===== config.mk =====
export PLATFORM = sky130hd
export DESIGN_NAME = mem_bus_arbiter
export DESIGN_NICKNAME = d
export VERILOG_FILES = /design/src/rtl/mem_bus_arbiter.sv
export SDC_FILE = /design/constraint.sdc
export NUM_CORES = 1
export LEC_CHECK = 0
export CAP_MARGIN = 20
export CELL_PAD_IN_SITES_DETAIL_PLACEMENT = 0
export CELL_PAD_IN_SITES_GLOBAL_PLACEMENT = 2
export CORE_MARGIN = 2
export CORE_UTILIZATION = 20
export CTS_CLUSTER_DIAMETER = 120
export DETAILED_ROUTE_END_ITERATION = 10
export GPL_TIMING_DRIVEN = 0
export PLACE_DENSITY = 0.87
export SYNTH_ARGS = -nofsm -noshare
export SYNTH_HDL_FRONTEND = slang
export SYNTH_SLANG_ARGS = --single-unit

===== constraint.sdc =====
create_clock -name clk -period 4.2 [get_ports clk]
set_input_delay 1.05 -clock clk [delete_from_list [all_inputs] [get_ports clk]]
set_output_delay 1.05 -clock clk [all_outputs]
set_load 0.03 [all_outputs]

===== src/rtl/mem_bus_arbiter.sv =====
`default_nettype none
// ============================================================================
// Module   : mem_bus_arbiter
// Purpose  : Round-robin arbiter and transaction sequencer sharing one 16-bit
//            data-memory port between NUM_CORES processing cores. One core is
//            granted at a time; the arbiter issues a single memory strobe,
//            waits MEM_LATENCY cycles, captures read data and pulses the
//            granted core's acknowledge.
// Ports    : clk, reset     - clock, synchronous active-high reset
//            req/we         - per-core request level and direction (1 = write)
//            addr/wdata     - per-core address / write data, core i in slot i
//            gnt/ack        - one-hot grant (whole transaction) / done pulse
//            rdata          - last read data, broadcast to all cores
//            busy           - high whenever a transaction is in flight
//            mem_*          - shared memory port
// Revision : 1.0 - initial release
// ============================================================================
module mem_bus_arbiter #(
    parameter int NUM_CORES   = 4,
    parameter int ADDR_W      = 16,
    parameter int MEM_LATENCY = 2
) (
    input  logic                      clk,
    input  logic                      reset,
    input  logic [NUM_CORES-1:0]      req,
    input  logic [NUM_CORES-1:0]      we,
    input  logic [NUM_CORES*ADDR_W-1:0] addr,
    input  logic [NUM_CORES*16-1:0]   wdata,
    output logic [NUM_CORES-1:0]      gnt,
    output logic [NUM_CORES-1:0]      ack,
    output logic [15:0]               rdata,
    output logic                      busy,
    output logic                      mem_en,
    output logic                      mem_we,
    output logic [ADDR_W-1:0]         mem_addr,
    output logic [15:0]               mem_wdata,
    input  logic [15:0]               mem_rdata
);

    localparam int IDX_W = (NUM_CORES > 1) ? $clog2(NUM_CORES) : 1;
    localparam int CNT_W = $clog2(MEM_LATENCY + 1);

    typedef enum logic [1:0] {
        ST_IDLE  = 2'd0,
        ST_ISSUE = 2'd1,
        ST_WAIT  = 2'd2,
        ST_DONE  = 2'd3
    } state_t;

    state_t             r_state;
    state_t             w_state_nxt;

    logic [IDX_W-1:0]   r_ptr;
    logic [IDX_W-1:0]   r_idx;
    logic [ADDR_W-1:0]  r_addr;
    logic [15:0]        r_wdata;
    logic               r_we;
    logic [CNT_W-1:0]   r_cnt;
    logic [15:0]        r_rdata;

    logic               w_found;
    logic [IDX_W-1:0]   w_win;
    logic [NUM_CORES-1:0] w_onehot;

    // Winner search: first requester at or above the round-robin pointer,
    // wrapping back to core 0.
    always_comb begin
        int j;
        w_found = 1'b0;
        w_win   = '0;
        j       = 0;
        for (int k = 0; k < NUM_CORES; k++) begin
            j = int'(r_ptr) + k;
            if (j >= NUM_CORES) begin
                j = j - NUM_CORES;
            end
            if (!w_found && req[j]) begin
                w_found = 1'b1;
                w_win   = IDX_W'(j);
            end
        end
    end

    // State register
    always_ff @(posedge clk) begin
        if (reset) begin
            r_state <= ST_IDLE;
        end else begin
            r_state <= w_state_nxt;
        end
    end

    // Next-state and control outputs
    always_comb begin
        w_state_nxt = r_state;
        w_onehot    = NUM_CORES'(1) << r_idx;
        gnt         = '0;
        ack         = '0;
        mem_en      = 1'b0;
        busy        = 1'b1;
        case (r_state)
            ST_IDLE: begin
                busy = 1'b0;
                if (w_found) begin
                    w_state_nxt = ST_ISSUE;
                end
            end
            ST_ISSUE: begin
                gnt         = w_onehot;
                mem_en      = 1'b1;
                w_state_nxt = ST_WAIT;
            end
            ST_WAIT: begin
                gnt = w_onehot;
                // Counter reaches zero on this edge.
                if (r_cnt == CNT_W'(1)) begin
                    w_state_nxt = ST_DONE;
                end
            end
            ST_DONE: begin
                gnt         = w_onehot;
                ack         = w_onehot;
                w_state_nxt = ST_IDLE;
            end
            default: begin
                w_state_nxt = ST_IDLE;
            end
        endcase
    end

    // Datapath: request latch, wait counter, read capture, pointer update
    always_ff @(posedge clk) begin
        if (reset) begin
            r_ptr   <= '0;
            r_idx   <= '0;
            r_addr  <= '0;
            r_wdata <= '0;
            r_we    <= 1'b0;
            r_cnt   <= '0;
            r_rdata <= '0;
        end else begin
            case (r_state)
                ST_IDLE: begin
                    if (w_found) begin
                        r_idx   <= w_win;
                        r_addr  <= addr[int'(w_win)*ADDR_W +: ADDR_W];
                        r_wdata <= wdata[int'(w_win)*16 +: 16];
                        r_we    <= we[w_win];
                    end
                end
                ST_ISSUE: begin
                    r_cnt <= CNT_W'(MEM_LATENCY);
                end
                ST_WAIT: begin
                    r_cnt <= r_cnt - CNT_W'(1);
                    if ((r_cnt == CNT_W'(1)) && !r_we) begin
                        r_rdata <= mem_rdata;
                    end
                end
                ST_DONE: begin
                    // Moving past the served core gives every other pending
                    // requester priority over an immediate re-request.
                    if (r_idx == IDX_W'(NUM_CORES - 1)) begin
                        r_ptr <= '0;
                    end else begin
                        r_ptr <= r_idx + IDX_W'(1);
                    end
                end
                default: begin
                end
            endcase
        end
    end

    assign mem_we    = r_we;
    assign mem_addr  = r_addr;
    assign mem_wdata = r_wdata;
    assign rdata     = r_rdata;

endmodule
`default_nettype wire


; Word level (Yosys, flattened, before mapping)
; Index checks and enable logic that the tools add are counted.
[totals]
regBits = 57
input_bits = 154
out_inout_bits = 59
elab_cells = 85
[op_classes]
addsub = 9
n_lt_le_gt_ge = 9
n_eq_ne = 7
shift = 3
mux = 35
reduce_logical = 14
[ops]
columns = op, n
row1 = "< comparator 32 x 4 -> 1 bit, second input constant", 4
row2 = two-way mux 32 bit, 4
row3 = variable part select 64 x 7 -> 16 bit, 2
row4 = two-way mux 1 bit, 15
row5 = two-way mux 2 bit, 7
row6 = "subtractor 3 x 3 -> 4 bit, second input constant", 3
row7 = binary-select mux 1 bit (select 2 bit), 5
row8 = ">= comparator 3 bit, second input constant", 3
row9 = two-way mux 4 bit, 2
row10 = case mux 2 bit (4 select lines), 1
row11 = "adder 2 x 2 -> 3 bit, second input constant", 2
row12 = "== test 2 bit, second input constant", 3
row13 = AND reduction 2 bit, 3
row14 = "== test 2 x 1 -> 1 bit, second input constant", 2
row15 = logical AND 1 bit, 4
row16 = zero test 1 bit, 4
row17 = "inequality test 2 bit, second input constant", 2
row18 = case mux 2 bit (2 select lines), 1
row19 = "left shift 1 x 2 -> 4 bit, first input constant", 1
row20 = "subtractor 2 x 3 -> 4 bit, second input constant", 1
row21 = "adder 2 x 1 -> 3 bit, second input constant", 1
row22 = ">= comparator 2 x 3 -> 1 bit, second input constant", 1
row23 = "< comparator 2 x 3 -> 1 bit, second input constant", 1
row24 = OR reduction 3 bit, 1
row25 = 4 further kinds, 4

; Longest topological paths before layout
; Gate-level depths: netlist (run 1).
[depth]
word_depth = 17
mapped_depth = 8
depth_no_buf = 7

; Worst setup path after synthesis (run 1)
; Ideal clock, no wire load.
[synth_path]
path_type = input port to flip-flop
startpoint = input port req[1]
endpoint = register r_addr[0], in the netlist mem_addr[0]
setup_ps = 138
arrival_time_ps = 2187
t_required_ps = 4062
path_slack_ps = 1876
stages = 7
path_buffers = 2
cell_sequence = nor4_2 nand2b_1 nor2_1 nand2b_1 buf_2 clkbuf_1 o221ai_1
[synth_via]
elab_chain_len = 14
word_cells_on_any_way = 28
cone_classes = shift (1) / mux (20) / reduce/logical (7)
[synth_rtl]
columns = element, line
row1 = start: declaration, 25  ; input logic [NUM_CORES-1:0] req,
row2 = binary-select mux 1 bit (select 2 bit), 77  ; if (!w_found && req[j]) begin
row3 = two-way mux 1 bit (implied by the code) (2 in a row), 77
row4 = two-way mux 1 bit, 77
row5 = zero test 1 bit, 77
row6 = logical AND 1 bit, 77
row7 = two-way mux 1 bit, 77
row8 = zero test 1 bit, 77
row9 = logical AND 1 bit, 77
row10 = two-way mux 1 bit, 77
row11 = zero test 1 bit, 77
row12 = logical AND 1 bit, 77
row13 = two-way mux 2 bit or two-way mux 1 bit (tied branches), 77
row14 = variable part select 64 x 7 -> 16 bit or AND reduction 2 bit (tied branches), --
row15 = end signal: assignment, 146  ; r_addr <= addr[int'(w_win)*ADDR_W +: ADDR_W];
row16 = end: declaration, 55  ; logic [ADDR_W-1:0] r_addr;
; Several ways; a longest one is shown, not always the timed one. The select of a mux whose other input is x is not followed.
; A chain may end at the register's enable or synchronous reset.

; Final worst setup path (run 1)
[layout_path]
startpoint = input port req[1]
endpoint = register r_wdata[8], in the netlist mem_wdata[8]
[layout_via]
elab_chain_len = 14
word_cells_on_any_way = 28
cone_classes = shift (1) / mux (20) / reduce/logical (7)
[layout_rtl]
columns = element, line
row1 = binary-select mux 1 bit (select 2 bit), 77
row2 = two-way mux 1 bit (implied by the code) (2 in a row), 77
row3 = two-way mux 1 bit, 77
row4 = zero test 1 bit, 77
row5 = logical AND 1 bit, 77
row6 = two-way mux 1 bit, 77
row7 = zero test 1 bit, 77
row8 = logical AND 1 bit, 77
row9 = two-way mux 1 bit, 77
row10 = zero test 1 bit, 77
row11 = logical AND 1 bit, 77
row12 = two-way mux 2 bit or two-way mux 1 bit (tied branches), 77
row13 = variable part select 64 x 7 -> 16 bit or AND reduction 2 bit (tied branches), --
row14 = end signal: assignment, 147  ; r_wdata <= wdata[int'(w_win)*16 +: 16];
row15 = end: declaration, 56  ; logic [15:0] r_wdata;
; Several ways; a longest one is shown, not always the timed one. The select of a mux whose other input is x is not followed.

==> impl_results.md, run 1 <==
- Clk_skew: approximately 0.0051 ns
- First-pass GRT wire length: approximately 18000 µm
- Post-synth EDFFs: 0
- Clock-pin slew on the worst setup and hold paths: roughly 0.05 ns
- Die area: ~0.017 mm²
- Syn_area_per_cell: 8.907 µm²
- Max incr delay on CP: between 0.5 and 0.6 ns
- DRC marker count from the first detailed-route iteration: between 90 and 100
- Crit path depth: 7
- # setup viols final: 0
- Total gr overflow: 0
- Residual DRC count: 0
- Gpl congestion: 0.7539
- Post CTS Setup Buffer Count: 0
- Core Area: 0.01531 mm²
- HP Class: reg -> reg
- YS warnings: 0
- Worst setup startpoint: req[1]
- Rel. slew slack: 64.77%
- Vias per inst: 4.376
- Post-Synth Adder-Cell Area: under 10%
- Antenna Nets Post-Route: 0
- Synth Register Bits: 57
- Reg area: between 0.001 and 0.0015 mm²
- Post-Synthesis Cells: roughly 350
- Fill count: between 1500 and 2000
- Initial antenna violation count: 0
- Max Root-Sink Buffers: 2
- Arr. time, crit path: 3.26 ns
- Fin crit period: about 3.1 ns
- Cell family with the largest share of critical-path delay: simple AND/OR/NAND/NOR gates
- Maximum clock rate: 0.3257 GHz
- Area delta synth->final: 86.27%
- # clock sinks: 57
- RSZ-0062 raised after global routing: no
- Routed len/inst: 15.15 µm
- Critical Path Start Type: primary input
- I/O Buffers: roughly 210
- Power Dens Cells: 477.2 mW/mm²
- Total power: 2.802 mW
- Hold wc startpoint: rdata[13]
- Max Cap Viol: 0
- Antenna diodes: 0
- Nets: roughly 740
- Final setup TNS: 0 ns
- Crit path buffers/inverters: 2
- Final Max Slew Viols: 0
- Syn Nets: roughly 520
- Die extent in x: ~130 µm
- Fin. Hold Viols: 0
- CP Capture Type: register
- XOR/XNOR Fraction of Synth Area: 0%
- Synth Cell Area: about 0.0032 mm²
- Detailed placer's ending HPWL: 9903 µm
- CP Class: in -> reg
- Design area: around 0.0059 mm²
- Mux share of post-synthesis cell area: around a fifth
- Pin count of the biggest net entering global routing: 12
- Max IR drop VDD: just over 0.0002 V
- Seq/Total Area, Yosys: around 36%
- Root buf cell: clkbuf_16
- Die Height: between 100 and 150 µm
- Starting Density: about 20%
- Share of cells above drive strength 1: approximately 5.7%
- WHS Path Cells: 2
- WP data required: between 4 and 5 ns
- H-tree lvl count: 3
- Leakage: 2.149 nW
- FFs w/ async S/R, synth: 0%
- Final wirelength: 12000 µm
- Post-cts hold buffer count: 0
- Area after DPL: 0.005529 mm²
- FF-to-FF Start: r_state[0]
- Compound-Gate Fraction of Synth Area: a little under a fifth
- Largest family of logic cells by synthesized area: multiplexers
- CTS resizes: 0
- Critical Path Slowest Stage Cell: clkdlybuf4s50_1
- TritonRoute pass-1 iters: 4
- Status: finished clean
- Worst Path Max Fanout: 10
- Synth Area in Simple Gates: ~17%
- CTS Buf Count: 9
- Main flop type after synthesis: dfxtp_1
- FF-to-FF path depth: 7
- TritonCTS clock tree: done
- Worst-Margin Slew: 0.5284 ns
- Post-synthesis cell type count: 35
- Fin crit share: 73.10%
- Clock latency on the worst-skew pair: 0.34 ns
- Rows: 45
- Ports: between 200 and 250
- Vias: around 3500
- Total track usage: 14.47%
- Vias in the first global route: 3577
- Multi-input logic area: 0.001847 mm²
- CP Cell Sequence: clkdlybuf4s50_1, nor4_2, nand2b_1, nor2_1, nand2_1, clkbuf_1, o221ai_1
==> Yosys cell counts (2+ instances only) <==
master / instances / share of area, %
mux2i_1: 60 / 19
nand4_1: 9 / 1.8
inv_1: 9 / 1.1
dfxtp_1: 57 / 36
ha_1: 9 / 3.6
a21oi_1: 21 / 3.3
o211ai_1: 9 / 2.1
nor2b_1: 6 / 1.2
nand2_1: 68 / 8.1
nor2_1: 12 / 1.4
buf_2: 6 / 0.95
buf_6: 3 / 1.1
nand2b_1: 4 / 0.79
and2_1: 4 / 0.79
clkbuf_1: 17 / 2.0
o221ai_1: 24 / 6.7
or2_2: 2 / 0.40
a211o_1: 9 / 2.5
o31ai_1: 9 / 2.1
==> sequential cells by signal, summed over array words and instances, names as in the netlist <==
name       flops
r_idx          2
mem_addr      16
rdata         16
mem_wdata     16
r_cnt          2
mem_we         1
r_state        2
r_ptr          2
==> cell usage in the layout, fill, tap and decap left out, types with 12 or more instances in the layout <==
| cell type | count |
|---|---|
| nor2_1 | 12 |
| o221ai_1 | 24 |
| clkdlybuf4s50_1 | 211 |
| clkbuf_1 | 17 |
| mux2i_1 | 60 |
| a21oi_1 | 21 |
| dfxtp_1 | 57 |
| nand2_1 | 68 |
==> logic make-up (layout without fill, tap and decap cells) <==
kind of cell	after synthesis	after routing
and+or+nand+nor	113	113
DFF	57	57
muxes	61	61
AOI/OAI and AO/OA	78	78
buffers and inverters	36	263
adders and majority gates	9	9
==> per-layer routing <==
metal	vias up	routed length, µm	global-route usage [%]
met5	-	0	0
met2	146	6054	25.72
met4	0	116	4.048
li1	1730	-	-
met1	1579	4776	15.53
met3	11	1049	6.482
==> power by group <==
part           internal, mW  leakage (nW)  total, mW  switching [mW]
logic                 0.544          1.52       1.21           0.664
clock network         0.578         0.162      0.854           0.275
registers             0.668         0.467      0.741          0.0725
total                  1.79          2.15       2.80            1.01
==> worst register-to-register path, stage by stage, from the launching register on <==
cell	delay [ns]
dfxtp_1	0.37
inv_1	0.08
ha_1	0.32
nand2b_1	0.20
nor2_1	0.08
nand2_1	0.30
clkbuf_1	0.42
o221ai_1	0.21
==> per-stage QoR <==
stage | hold WS (ns) | setup slack (ns) | utilization [%] | instances
3_5_place_dp | 0.4520 | 0.6793 | 36.10 | 776
2_1_floorplan | 0.4617 | 1.876 | - | 354
5_1_grt | 0.4770 | 0.9039 | 38.35 | 792
3_3_place_gp | 0.4429 | 0.7613 | 36.10 | 776
6_report | 0.4568 | 1.130 | 38.35 | 792
4_1_cts | 0.4609 | 1.072 | 38.35 | 792
==> final cells by class <==
type	count	share of cell area, %
plain buffers	27	2.237
clock buffers	9	3.835
clock inverters	7	2.024
inverters	9	0.5752
multi-input cells	261	31.44
flip-flops and latches	57	19.43
well taps	211	4.495
repair buffers	211	35.96
==> final timing paths <==
kind	to	slack, ns
setup / recovery	mem_wdata[8]	1.13
hold reg to reg	rdata[13]	0.46
setup reg to reg	mem_wdata[8]	2.09
hold / removal	rdata[13]	0.46
Power figures use the tool's default switching activity.
==> run 2: changes to the inputs <==
- CORE_UTILIZATION: 20 -> 19
- PLACE_DENSITY: 0.87 -> 0.83
- clock period: 4.2 -> 2.9 ns (I/O delays scaled with it)
==> run 2 against run 1 <==
Count of clock-buffer cells in the layout did not move. Clock power rose by 23%. Power is 39% higher. Via count grew 0.12%. Utilization is 2.7 points lower. Non-clock buffer count unchanged. Largest power group unchanged.
==> impl_results.md, run 2 (same netlist as run 1, synthesis figures left out) <==
- Most common cell after layout, fill and taps aside: clkdlybuf4s50_1
- Critical Path Start Type: primary input
- Ports: 213
- Max Root-Sink Buffers: 2
- CP Class: in -> reg
- Vias per inst: between 4 and 5
- Routed len/inst: between 15 and 20 µm
- Core Area: between 0.015 and 0.02 mm²
- Final wirelength: around 12000 µm
- Power Dens Cells: ~660 mW/mm²
- Max IR drop VDD: between 0.0003 and 0.0004 V
- Total power: slightly below 4 mW
- Reg area: roughly 0.0011 mm²
- Clock-pin slew on the worst setup and hold paths: approximately 0.050 ns
- Clock latency on the worst-skew pair: between 0.3 and 0.4 ns
- TritonCTS clock tree: done
- Detailed placer's ending HPWL: between 9000 and 10000 µm
- Pin count of the biggest net entering global routing: 12
- Antenna Nets Post-Route: 0
- I/O Buffers: roughly 210
- Clk_skew: approximately 0.0035 ns
- Gpl congestion: about 0.80
- Leakage: between 2 and 2.5 nW
- Die extent in x: 132.8 µm
- CTS Buf Count: 9
- Area after DPL: 0.005540 mm²
- Critical Path Slowest Stage Cell: clkdlybuf4s50_1
- Critical path's most frequent cell: nand2b_1
- Post CTS Setup Buffer Count: 0
- Most frequent cells in the layout: 211 x clkdlybuf4s50_1, 68 x nand2_1, 60 x mux2i_1
- Fin crit period: between 2 and 3 ns
- # clock sinks: 57
- Residual DRC count: 0
- Rows: between 40 and 50
- Share of cells above drive strength 1: 6.368%
- Total track usage: approximately 14%
- CP Capture Type: register
- Multi-input logic area: 0.001847 mm²
- Status: finished clean
- Fin crit share: roughly 94%
- Rel. slew slack: about three fifths
- Final Max Slew Viols: 0
- Maximum clock rate: 0.3654 GHz
- # setup viols final: 0
- Fill count: 1677
- Total gr overflow: 0
- Initial antenna violation count: 0
- Vias in the first global route: approximately 3700
- Max incr delay on CP: between 0.5 and 0.6 ns
- Antenna diodes: 0
- Worst Path Max Fanout: 10
- Root buf cell: clkbuf_16
- H-tree lvl count: 3
- DRC marker count from the first detailed-route iteration: between 100 and 150
- Nets: around 740
- Starting Density: between 10% and 20%
- Die area: between 0.015 and 0.02 mm²
- Worst setup startpoint: req[1]
- Design area: between 0.005 and 0.006 mm²
- Max Cap Viol: 0
- Arr. time, crit path: between 2 and 3 ns
- Vias: 3470
- Area delta synth->final: 85.28%
- FF-to-FF Start: r_ptr[1]
- Worst-Margin Slew: around 0.57 ns
- CP Cell Sequence: clkdlybuf4s50_1, nor4_2, nand2b_1, nor2_1, nand2b_1, buf_2, clkbuf_1, o221ai_1
- WP data required: 3.09 ns
- First-pass GRT wire length: between 15000 and 20000 µm
- HP Class: reg -> reg
- RSZ-0062 raised after global routing: yes
- Fin. Hold Viols: 0
- Hold wc startpoint: rdata[9]
- TritonRoute pass-1 iters: 4
- Die Height: 132.8 µm
- Post-cts hold buffer count: 0
==> run 2: layout make-up <==
class / instances / area share, %
Buffer: 27 / 2.335
Clock buffer: 9 / 3.855
Clock inverter: 7 / 1.221
Inverter: 9 / 0.5783
Multi-Input combinational cell: 261 / 31.61
Sequential cell: 57 / 19.53
Tap cell: 220 / 4.712
Timing Repair Buffer: 211 / 36.15
==> run 2: report_power, final <==
| part | internal, mW | switching, mW | total, mW |
|---|---|---|---|
| sequential | 0.968 | 0.110 | 1.08 |
| combinational | 0.789 | 0.962 | 1.75 |
| clock | 0.662 | 0.392 | 1.05 |
==> run 2: path summary, 6_finish.rpt <==
kind / endpoint / slack [ns] / cells past startpoint
setup / recovery: mem_wdata[2] / 0.16 / 8
hold / removal: rdata[9] / 0.45 / 2
setup reg to reg: mem_wdata[4] / 0.80 / 8
hold reg to reg: rdata[9] / 0.45 / 2
==> run 2: through the flow <==
step | setup WS (ns) | TNS, ns | std cells | hold slack, ns | utilization (%)
after floorplan | 0.9007 | 0 | 354 | 0.4617 | -
after global placement | -0.2710 | -7.802 | 785 | 0.4405 | 33.77
after detailed placement | -0.3545 | -9.315 | 785 | 0.4494 | 33.77
after CTS | 0.02230 | 0 | 801 | 0.4575 | 35.58
after global routing | -0.03941 | -0.3088 | 801 | 0.4709 | 35.61
final | 0.1634 | 0 | 801 | 0.4547 | 35.61
==> run 2: per-layer routing <==
metal	GRT usage [%]	up-vias	wire length (µm)
li1	-	1735	-
met1	15.59	1560	4834
met2	24.41	153	5932
met3	5.249	22	1061
met4	5.376	0	255
met5	0	-	0
==> run 2: worst max-delay path, delay by kind of cell <==
kind	cells	cell delay [ns]
buffers and inverters	3	1.18
AND/OR/NAND/NOR	4	0.86
AO/OA/AOI/OAI	1	0.17
==> run 2: repair_timing <==
item,4_1_cts,5_1_grt
gates resized for setup,0,8
setup endpoints to repair,0,28
hold endpoints to repair,0,0
